### config.mk
export PLATFORM = sky130hd
export DESIGN_NAME = pmu_sequencer_flat
export DESIGN_NICKNAME = d
export VERILOG_FILES = /design/src/rtl/pmu_sequencer_pkg.sv /design/src/rtl/pmu_sequencer_if.sv /design/src/rtl/pmu_dcnt.sv /design/src/rtl/pmu_sequencer.sv /design/src/flat_wrapper.sv
export SDC_FILE = /design/constraint.sdc
export NUM_CORES = 1
export LEC_CHECK = 0
export CAP_MARGIN = 20
export CORE_MARGIN = 2
export CORE_UTILIZATION = 56
export CTS_CLUSTER_SIZE = 24
export DETAILED_ROUTE_END_ITERATION = 10
export PLACE_DENSITY_LB_ADDON = 0.3
export SLEW_MARGIN = 15
export SYNTH_ARGS = -nofsm -noshare
export SYNTH_HDL_FRONTEND = slang
export SYNTH_SLANG_ARGS = --single-unit
### constraint.sdc
create_clock -name clk -period 4.2 [get_ports clk]
set_input_delay 1.26 -clock clk [delete_from_list [all_inputs] [get_ports clk]]
set_output_delay 1.26 -clock clk [all_outputs]
set_load 0.005 [all_outputs]
### src/rtl/pmu_sequencer_pkg.sv
// Shared mcu51 PMU definitions: sequencer state encodings, rst_cause bit
// positions, and the reset-kind encoding that selects which reset fan-out
// lines are asserted while the sequencer sits in RESET.
package pmu_sequencer_pkg;

    typedef enum logic [2:0] {
        PMU_RESET = 3'd0,
        PMU_RUN   = 3'd1,
        PMU_IDLE  = 3'd2,
        PMU_STOP  = 3'd3,
        PMU_WAKE  = 3'd4
    } pmu_state_e;

    localparam int CAUSE_POR = 0;
    localparam int CAUSE_WDT = 1;
    localparam int CAUSE_SW  = 2;

    typedef enum logic [1:0] {
        KIND_POR  = 2'd0,
        KIND_WDT  = 2'd1,
        KIND_SW   = 2'd2,
        KIND_BOTH = 2'd3
    } rst_kind_e;

    // Only called when at least one of wdts/srst is high.
    function automatic rst_kind_e kind_from_src(input logic wdts, input logic srst);
        if (wdts && srst) begin
            return KIND_BOTH;
        end
        if (wdts) begin
            return KIND_WDT;
        end
        return KIND_SW;
    endfunction

endpackage

### src/rtl/pmu_sequencer_if.sv
// PMU sequencer signal bundle.
//   master : requester side (reset sources, PCON requests, wakeup, cause clear)
//   slave  : the sequencer (clock enables, resume pulse, reset fan-out, status)
interface pmu_sequencer_if;

    logic       wdts;
    logic       srst;
    logic       idle_req;
    logic       stop_req;
    logic       int_req;
    logic       cause_clr;
    logic       clkcpu_en;
    logic       clkper_en;
    logic       cpu_resume;
    logic       rst_out;
    logic       rsttowdt;
    logic       rsttosrst;
    logic [2:0] pmu_state;
    logic [2:0] rst_cause;

    modport master (
        output wdts, srst, idle_req, stop_req, int_req, cause_clr,
        input  clkcpu_en, clkper_en, cpu_resume, rst_out, rsttowdt,
               rsttosrst, pmu_state, rst_cause
    );

    modport slave (
        input  wdts, srst, idle_req, stop_req, int_req, cause_clr,
        output clkcpu_en, clkper_en, cpu_resume, rst_out, rsttowdt,
               rsttosrst, pmu_state, rst_cause
    );

endinterface

### src/rtl/pmu_dcnt.sv
// Loadable saturating down-counter shared by the reset-stretch and
// oscillator-settle waits.
//   clk, rst  : clock, async active-high reset (counter goes to RST_VAL)
//   load      : load load_val (has priority over dec)
//   load_val  : value to load
//   dec       : decrement by one, holding at zero
//   zero      : counter currently equals zero
module pmu_dcnt #(
    parameter int               CNT_W   = 8,
    parameter logic [CNT_W-1:0] RST_VAL = '0
) (
    input  logic             clk,
    input  logic             rst,
    input  logic             load,
    input  logic [CNT_W-1:0] load_val,
    input  logic             dec,
    output logic             zero
);

    logic [CNT_W-1:0] cnt_q;
    logic [CNT_W-1:0] cnt_d;

    always_comb begin
        cnt_d = cnt_q;
        if (load) begin
            cnt_d = load_val;
        end else if (dec && (cnt_q != '0)) begin
            cnt_d = cnt_q - 1'b1;
        end
    end

    always_ff @(posedge clk or posedge rst) begin
        if (rst) begin
            cnt_q <= RST_VAL;
        end else begin
            cnt_q <= cnt_d;
        end
    end

    assign zero = (cnt_q == '0);

endmodule

### src/rtl/pmu_sequencer.sv
// mcu51 power-management and reset sequencer. Sequences Idle/Stop entry and
// exit, waits for the oscillator to settle after Stop, stretches every reset
// source into a fixed-width reset and records the reset cause. All outputs
// are registered and reflect the state entered on the same edge.
//   clk  : free-running (ungated) system clock
//   rst  : async active-high hardware reset (power-on)
//   bus  : pmu_sequencer_if.slave - requests in, enables/resets/status out
//
// state | meaning
// RESET | reset fan-out asserted, clocks enabled, stretching the reset
// RUN   | normal operation, both clocks running
// IDLE  | CPU clock gated, peripherals running, waiting for int_req
// STOP  | all clocks gated, waiting for int_req
// WAKE  | clocks still gated while the oscillator settles
module pmu_sequencer
    import pmu_sequencer_pkg::*;
#(
    parameter int RST_HOLD = 16,
    parameter int WAKE_CYC = 256,
    parameter int CNT_W    = 8
) (
    input  logic        clk,
    input  logic        rst,
    pmu_sequencer_if.slave bus
);

    localparam logic [CNT_W-1:0] RST_LOAD  = CNT_W'(RST_HOLD - 1);
    localparam logic [CNT_W-1:0] WAKE_LOAD = CNT_W'(WAKE_CYC - 1);

    pmu_state_e state_q, state_d;
    rst_kind_e  kind_q, kind_d;
    logic [2:0] cause_q, cause_d;
    logic       clkcpu_en_q, clkcpu_en_d;
    logic       clkper_en_q, clkper_en_d;
    logic       cpu_resume_q, cpu_resume_d;
    logic       rst_out_q, rst_out_d;
    logic       rsttowdt_q, rsttowdt_d;
    logic       rsttosrst_q, rsttosrst_d;

    logic             cnt_load;
    logic [CNT_W-1:0] cnt_load_val;
    logic             cnt_dec;
    logic             cnt_zero;

    pmu_dcnt #(
        .CNT_W   (CNT_W),
        .RST_VAL (RST_LOAD)
    ) u_dcnt (
        .clk      (clk),
        .rst      (rst),
        .load     (cnt_load),
        .load_val (cnt_load_val),
        .dec      (cnt_dec),
        .zero     (cnt_zero)
    );

    // Next state and counter control.
    always_comb begin
        state_d      = state_q;
        kind_d       = kind_q;
        cpu_resume_d = 1'b0;
        cnt_load     = 1'b0;
        cnt_load_val = RST_LOAD;
        cnt_dec      = 1'b0;

        if (bus.wdts || bus.srst) begin
            // A source still high keeps reloading, so the stretch is
            // measured from the last source cycle.
            state_d  = PMU_RESET;
            kind_d   = kind_from_src(bus.wdts, bus.srst);
            cnt_load = 1'b1;
        end else begin
            unique case (state_q)
                PMU_RESET: begin
                    if (cnt_zero) begin
                        state_d = PMU_RUN;
                    end else begin
                        cnt_dec = 1'b1;
                    end
                end
                PMU_RUN: begin
                    // A pending wakeup cancels a low-power request outright.
                    if (!bus.int_req) begin
                        if (bus.stop_req) begin
                            state_d = PMU_STOP;
                        end else if (bus.idle_req) begin
                            state_d = PMU_IDLE;
                        end
                    end
                end
                PMU_IDLE: begin
                    if (bus.int_req) begin
                        state_d      = PMU_RUN;
                        cpu_resume_d = 1'b1;
                    end
                end
                PMU_STOP: begin
                    if (bus.int_req) begin
                        state_d      = PMU_WAKE;
                        cnt_load     = 1'b1;
                        cnt_load_val = WAKE_LOAD;
                    end
                end
                PMU_WAKE: begin
                    if (cnt_zero) begin
                        state_d      = PMU_RUN;
                        cpu_resume_d = 1'b1;
                    end else begin
                        cnt_dec = 1'b1;
                    end
                end
                default: begin
                    state_d  = PMU_RESET;
                    kind_d   = KIND_POR;
                    cnt_load = 1'b1;
                end
            endcase
        end
    end

    // Output decode from the state being entered, so every output is a flop
    // that changes on the same edge as the state.
    always_comb begin
        clkcpu_en_d = 1'b0;
        clkper_en_d = 1'b0;
        rst_out_d   = 1'b0;
        rsttowdt_d  = 1'b0;
        rsttosrst_d = 1'b0;
        unique case (state_d)
            PMU_RESET: begin
                clkcpu_en_d = 1'b1;
                clkper_en_d = 1'b1;
                rst_out_d   = 1'b1;
                // The watchdog is not reset by its own overflow and SRST is
                // not reset by a software request, so the cause stays visible.
                rsttowdt_d  = (kind_d != KIND_WDT);
                rsttosrst_d = (kind_d != KIND_SW);
            end
            PMU_RUN: begin
                clkcpu_en_d = 1'b1;
                clkper_en_d = 1'b1;
            end
            PMU_IDLE: begin
                clkper_en_d = 1'b1;
            end
            default: begin
            end
        endcase
    end

    // Setting a cause bit wins over a simultaneous clear.
    always_comb begin
        cause_d = bus.cause_clr ? 3'b000 : cause_q;
        if (bus.wdts) begin
            cause_d[CAUSE_WDT] = 1'b1;
        end
        if (bus.srst) begin
            cause_d[CAUSE_SW] = 1'b1;
        end
    end

    always_ff @(posedge clk or posedge rst) begin
        if (rst) begin
            state_q      <= PMU_RESET;
            kind_q       <= KIND_POR;
            cause_q      <= 3'b001;
            clkcpu_en_q  <= 1'b0;
            clkper_en_q  <= 1'b0;
            cpu_resume_q <= 1'b0;
            rst_out_q    <= 1'b1;
            rsttowdt_q   <= 1'b1;
            rsttosrst_q  <= 1'b1;
        end else begin
            state_q      <= state_d;
            kind_q       <= kind_d;
            cause_q      <= cause_d;
            clkcpu_en_q  <= clkcpu_en_d;
            clkper_en_q  <= clkper_en_d;
            cpu_resume_q <= cpu_resume_d;
            rst_out_q    <= rst_out_d;
            rsttowdt_q   <= rsttowdt_d;
            rsttosrst_q  <= rsttosrst_d;
        end
    end

    assign bus.clkcpu_en  = clkcpu_en_q;
    assign bus.clkper_en  = clkper_en_q;
    assign bus.cpu_resume = cpu_resume_q;
    assign bus.rst_out    = rst_out_q;
    assign bus.rsttowdt   = rsttowdt_q;
    assign bus.rsttosrst  = rsttosrst_q;
    assign bus.pmu_state  = state_q;
    assign bus.rst_cause  = cause_q;

endmodule

### src/flat_wrapper.sv
// flat-port wrapper written by rule: the top's interface ports become plain ports
module pmu_sequencer_flat import pmu_sequencer_pkg::*;
#(
    parameter int RST_HOLD = 16,
    parameter int WAKE_CYC = 256,
    parameter int CNT_W    = 8
)
  (clk, rst, bus_wdts, bus_srst, bus_idle_req, bus_stop_req, bus_int_req, bus_cause_clr, bus_clkcpu_en, bus_clkper_en, bus_cpu_resume, bus_rst_out, bus_rsttowdt, bus_rsttosrst, bus_pmu_state, bus_rst_cause);
  pmu_sequencer_if bus_i ();
  input  logic clk;
  input  logic rst;
  input wire logic [$bits(bus_i.wdts)-1:0] bus_wdts;
  input wire logic [$bits(bus_i.srst)-1:0] bus_srst;
  input wire logic [$bits(bus_i.idle_req)-1:0] bus_idle_req;
  input wire logic [$bits(bus_i.stop_req)-1:0] bus_stop_req;
  input wire logic [$bits(bus_i.int_req)-1:0] bus_int_req;
  input wire logic [$bits(bus_i.cause_clr)-1:0] bus_cause_clr;
  output wire logic [$bits(bus_i.clkcpu_en)-1:0] bus_clkcpu_en;
  output wire logic [$bits(bus_i.clkper_en)-1:0] bus_clkper_en;
  output wire logic [$bits(bus_i.cpu_resume)-1:0] bus_cpu_resume;
  output wire logic [$bits(bus_i.rst_out)-1:0] bus_rst_out;
  output wire logic [$bits(bus_i.rsttowdt)-1:0] bus_rsttowdt;
  output wire logic [$bits(bus_i.rsttosrst)-1:0] bus_rsttosrst;
  output wire logic [$bits(bus_i.pmu_state)-1:0] bus_pmu_state;
  output wire logic [$bits(bus_i.rst_cause)-1:0] bus_rst_cause;
  assign bus_i.wdts = bus_wdts;
  assign bus_i.srst = bus_srst;
  assign bus_i.idle_req = bus_idle_req;
  assign bus_i.stop_req = bus_stop_req;
  assign bus_i.int_req = bus_int_req;
  assign bus_i.cause_clr = bus_cause_clr;
  assign bus_clkcpu_en = bus_i.clkcpu_en;
  assign bus_clkper_en = bus_i.clkper_en;
  assign bus_cpu_resume = bus_i.cpu_resume;
  assign bus_rst_out = bus_i.rst_out;
  assign bus_rsttowdt = bus_i.rsttowdt;
  assign bus_rsttosrst = bus_i.rsttosrst;
  assign bus_pmu_state = bus_i.pmu_state;
  assign bus_rst_cause = bus_i.rst_cause;
  pmu_sequencer #(.RST_HOLD(RST_HOLD), .WAKE_CYC(WAKE_CYC), .CNT_W(CNT_W)) u_core (.clk(clk), .rst(rst), .bus(bus_i));
endmodule
==> impl_metrics.ini <==
[outcome]
outcome = finished clean

[setup_path]
critical_path.max_fanout = 9
r2r-start = u_core.u_dcnt.cnt_q[0]
cp-start-kind = primary input
reg2reg_slack_ns = 2.17
critPathKind = in -> reg
critical_path.endpoint_type = flip-flop
r2r-end = u_core.bus.clkcpu_en
r2r_cells = 6
worstPathArrival_ns = 3.23
required_ns = 4.42

[place]
finalWeightedCongestion = 0.896
portBuffers = 19
dp.final_hpwl_mm = 1.91

[floorplanning]
rows = 16
die_y_um = 50.7
dieArea_sq_um = 2570
io_pins = 20
start_util = 0.609
die_width_um = 50.7
core_sq_um = 2000

[timing]
setup_tns_ns = 0
finalClockSkew_ns = 0.0151
setup-violations-final = 0
fin_crit_ns = 3.01
fin_crit_sh = 0.716
slew_headroom = 0.477
rsz0062_at_grt = false
max_freq_mhz = 332
finalHoldViolations = 0
tightest_slew_ns = 0.783
holdWs_ns = 0.494
final_max_slew_viol_count = 0

[worst_hold_path]
hold_depth = 1
min_to = u_core.bus.rst_cause[0]
hold_start = u_core.bus.rst_cause[0]
hp-class = reg -> reg

[clock_tree]
clockRootBuffer = clkbuf_4
htree_levels = 1
clkSinkCount = 22
cts_setup_buffers = 0
clkLatencyLatePin_ns = 0.32
clk_pin_slew_ns = 0.13
cts_made_buffers = 3
ctsResizeCount = 0
clk_path_buf_depth = 2
holdBufCountCts = 0
cts_tree = built

[synth]
synthTopCellsByArea = dfrtp_1 (29%), dfstp_2 (17%), nor2_1 (3.1%)
ys.flop_type = dfrtp_1
synth_cell_type_count = 46
syn_area_sq_um = 1220
post-synth-top-area-fraction = 0.287
synth_area_leader_cell = dfrtp_1
synth_seq_cells = 22
syn_inst = 121
synth_edf_count = 0
syn_nets = 130
synth.most_common_cell = dfrtp_1
yosysWarnings = 0
synth_async_sr_flop_share = 1.00
ys_seq_area_frac = 0.459
synthTopCellsByCount = dfrtp_1 (14), nor2_1 (10), nand2_1 (9)
synth_area_per_cell_sq_um = 10.1

[layout]
n_antenna_cell = 0
nNetsFinal = 147
syn_to_final_growth_pct = 18.5
drive_above_1_share = 0.153

[routing]
post_drt_via_cell_ratio = 6.34
ant_nets = 0
vias = 1039
drt-initial-drc-count = 48
drc_errors = 0
dr.pass1.iters = 4
wire_per_inst_um = 16.2
routed_wl_mm = 2.65

[power_and_ir_drop]
pwr_density_cell_nw_per_um2 = 288
power_uw = 416
ir_drop_v = 0.000227
leakagePower_nw = 0.540

[global_routing]
grt-ovfl-total = 0
grt_pass1_vias = 1046
grt_usage = 0.240
antenna_found_initial = 0
grt_max_degree = 23
grt_pass1_wl_mm = 4.58

[job]
maxCapViolations = 0
-- cell families (layout without fill, tap and decap cells) --
kind of cell,after synthesis,in the layout,synth area share
AOI/OAI and AO/OA,35,35,0.222
xor gates and xnor gates,3,3,0.0215
adders and majority gates,1,1,0.0103
buffers and inverters,15,31,0.0667
DFF,22,22,0.459
muxes,1,1,0.00923
and+or+nand+nor,44,44,0.211
-- flip-flops by register name, summed over array words and instances (netlist names) --
signal / flops
u_core.bus.clkcpu_en: 1
u_core.bus.clkper_en: 1
u_core.bus.cpu_resume: 1
u_core.bus.pmu_state: 3
u_core.bus.rst_cause: 3
u_core.bus.rst_out: 1
u_core.bus.rsttosrst: 1
u_core.bus.rsttowdt: 1
u_core.kind_q: 2
u_core.u_dcnt.cnt_q: 8
-- worst max-delay path: stages --
cell and delay (ns):
clkdlybuf4s50_1 0.65, nand3_1 0.24, nor4_1 0.61, inv_1 0.11, a2111oi_1 0.35
-- power by group --
part / switching [mW] / total (mW) / internal, mW
Clock: 0.0673 / 0.164 / 0.0966
Combinational: 0.0171 / 0.0319 / 0.0149
Sequential: 0.00222 / 0.221 / 0.218
Total: 0.0865 / 0.416 / 0.330
-- how the worst max path moves through the flow --
| stage | start | endpoint | cells past startpoint |
|---|---|---|---|
| global placement | bus_int_req | u_core.u_dcnt.cnt_q[7] | 5 |
| global route | bus_int_req | u_core.u_dcnt.cnt_q[7] | 5 |
| finish | bus_int_req | u_core.u_dcnt.cnt_q[7] | 5 |
| CTS | bus_int_req | u_core.u_dcnt.cnt_q[7] | 5 |
| detailed placement | bus_int_req | u_core.u_dcnt.cnt_q[7] | 5 |
| floorplan | bus_int_req | u_core.u_dcnt.cnt_q[7] | 7 |
-- final cells by class --
type / count / area [sq um]
Multi-Input combinational cell: 84 / 578
Clock buffer: 3 / 22.5
Clock inverter: 1 / 30.0
Fill cell: 149 / 557
Timing Repair Buffer: 19 / 190
Tap cell: 27 / 33.8
Sequential cell: 22 / 561
Inverter: 8 / 30.0
-- through the flow --
step | cell area, sq um | setup slack (ns) | utilization | cells
finish | 1450 | 1.19 | 0.722 | 164
global route | 1450 | 1.08 | 0.722 | 164
CTS | 1450 | 1.22 | 0.722 | 164
detailed placement | 1390 | 0.894 | 0.696 | 160
global placement | 1390 | 1.07 | 0.696 | 160
floorplan | 1220 | 1.50 | - | 121
-- cell usage in the layout, fill, tap and decap left out, types with 2 or more instances in the layout --
cell,instances
a211oi_1,4
a21o_1,4
a21oi_1,3
a31oi_1,3
a41oi_1,2
and2_1,2
clkbuf_4,3
clkdlybuf4s50_1,19
dfrtp_1,14
dfstp_2,8
inv_1,8
nand2_1,9
nand3_1,4
nor2_1,10
nor3_1,4
nor4_1,3
nor4b_2,2
o211ai_1,3
o21ai_0,3
o22ai_1,2
xor2_1,2
-- layer usage --
layer / share of wire / vias up / global-route usage
met5: 0 / - / 0
met4: 0.022 / 0 / 0.104
met3: 0.062 / 7 / 0.0208
met2: 0.49 / 49 / 0.428
met1: 0.43 / 500 / 0.294
li1: - / 483 / -
(Power assumes the default switching activity.)
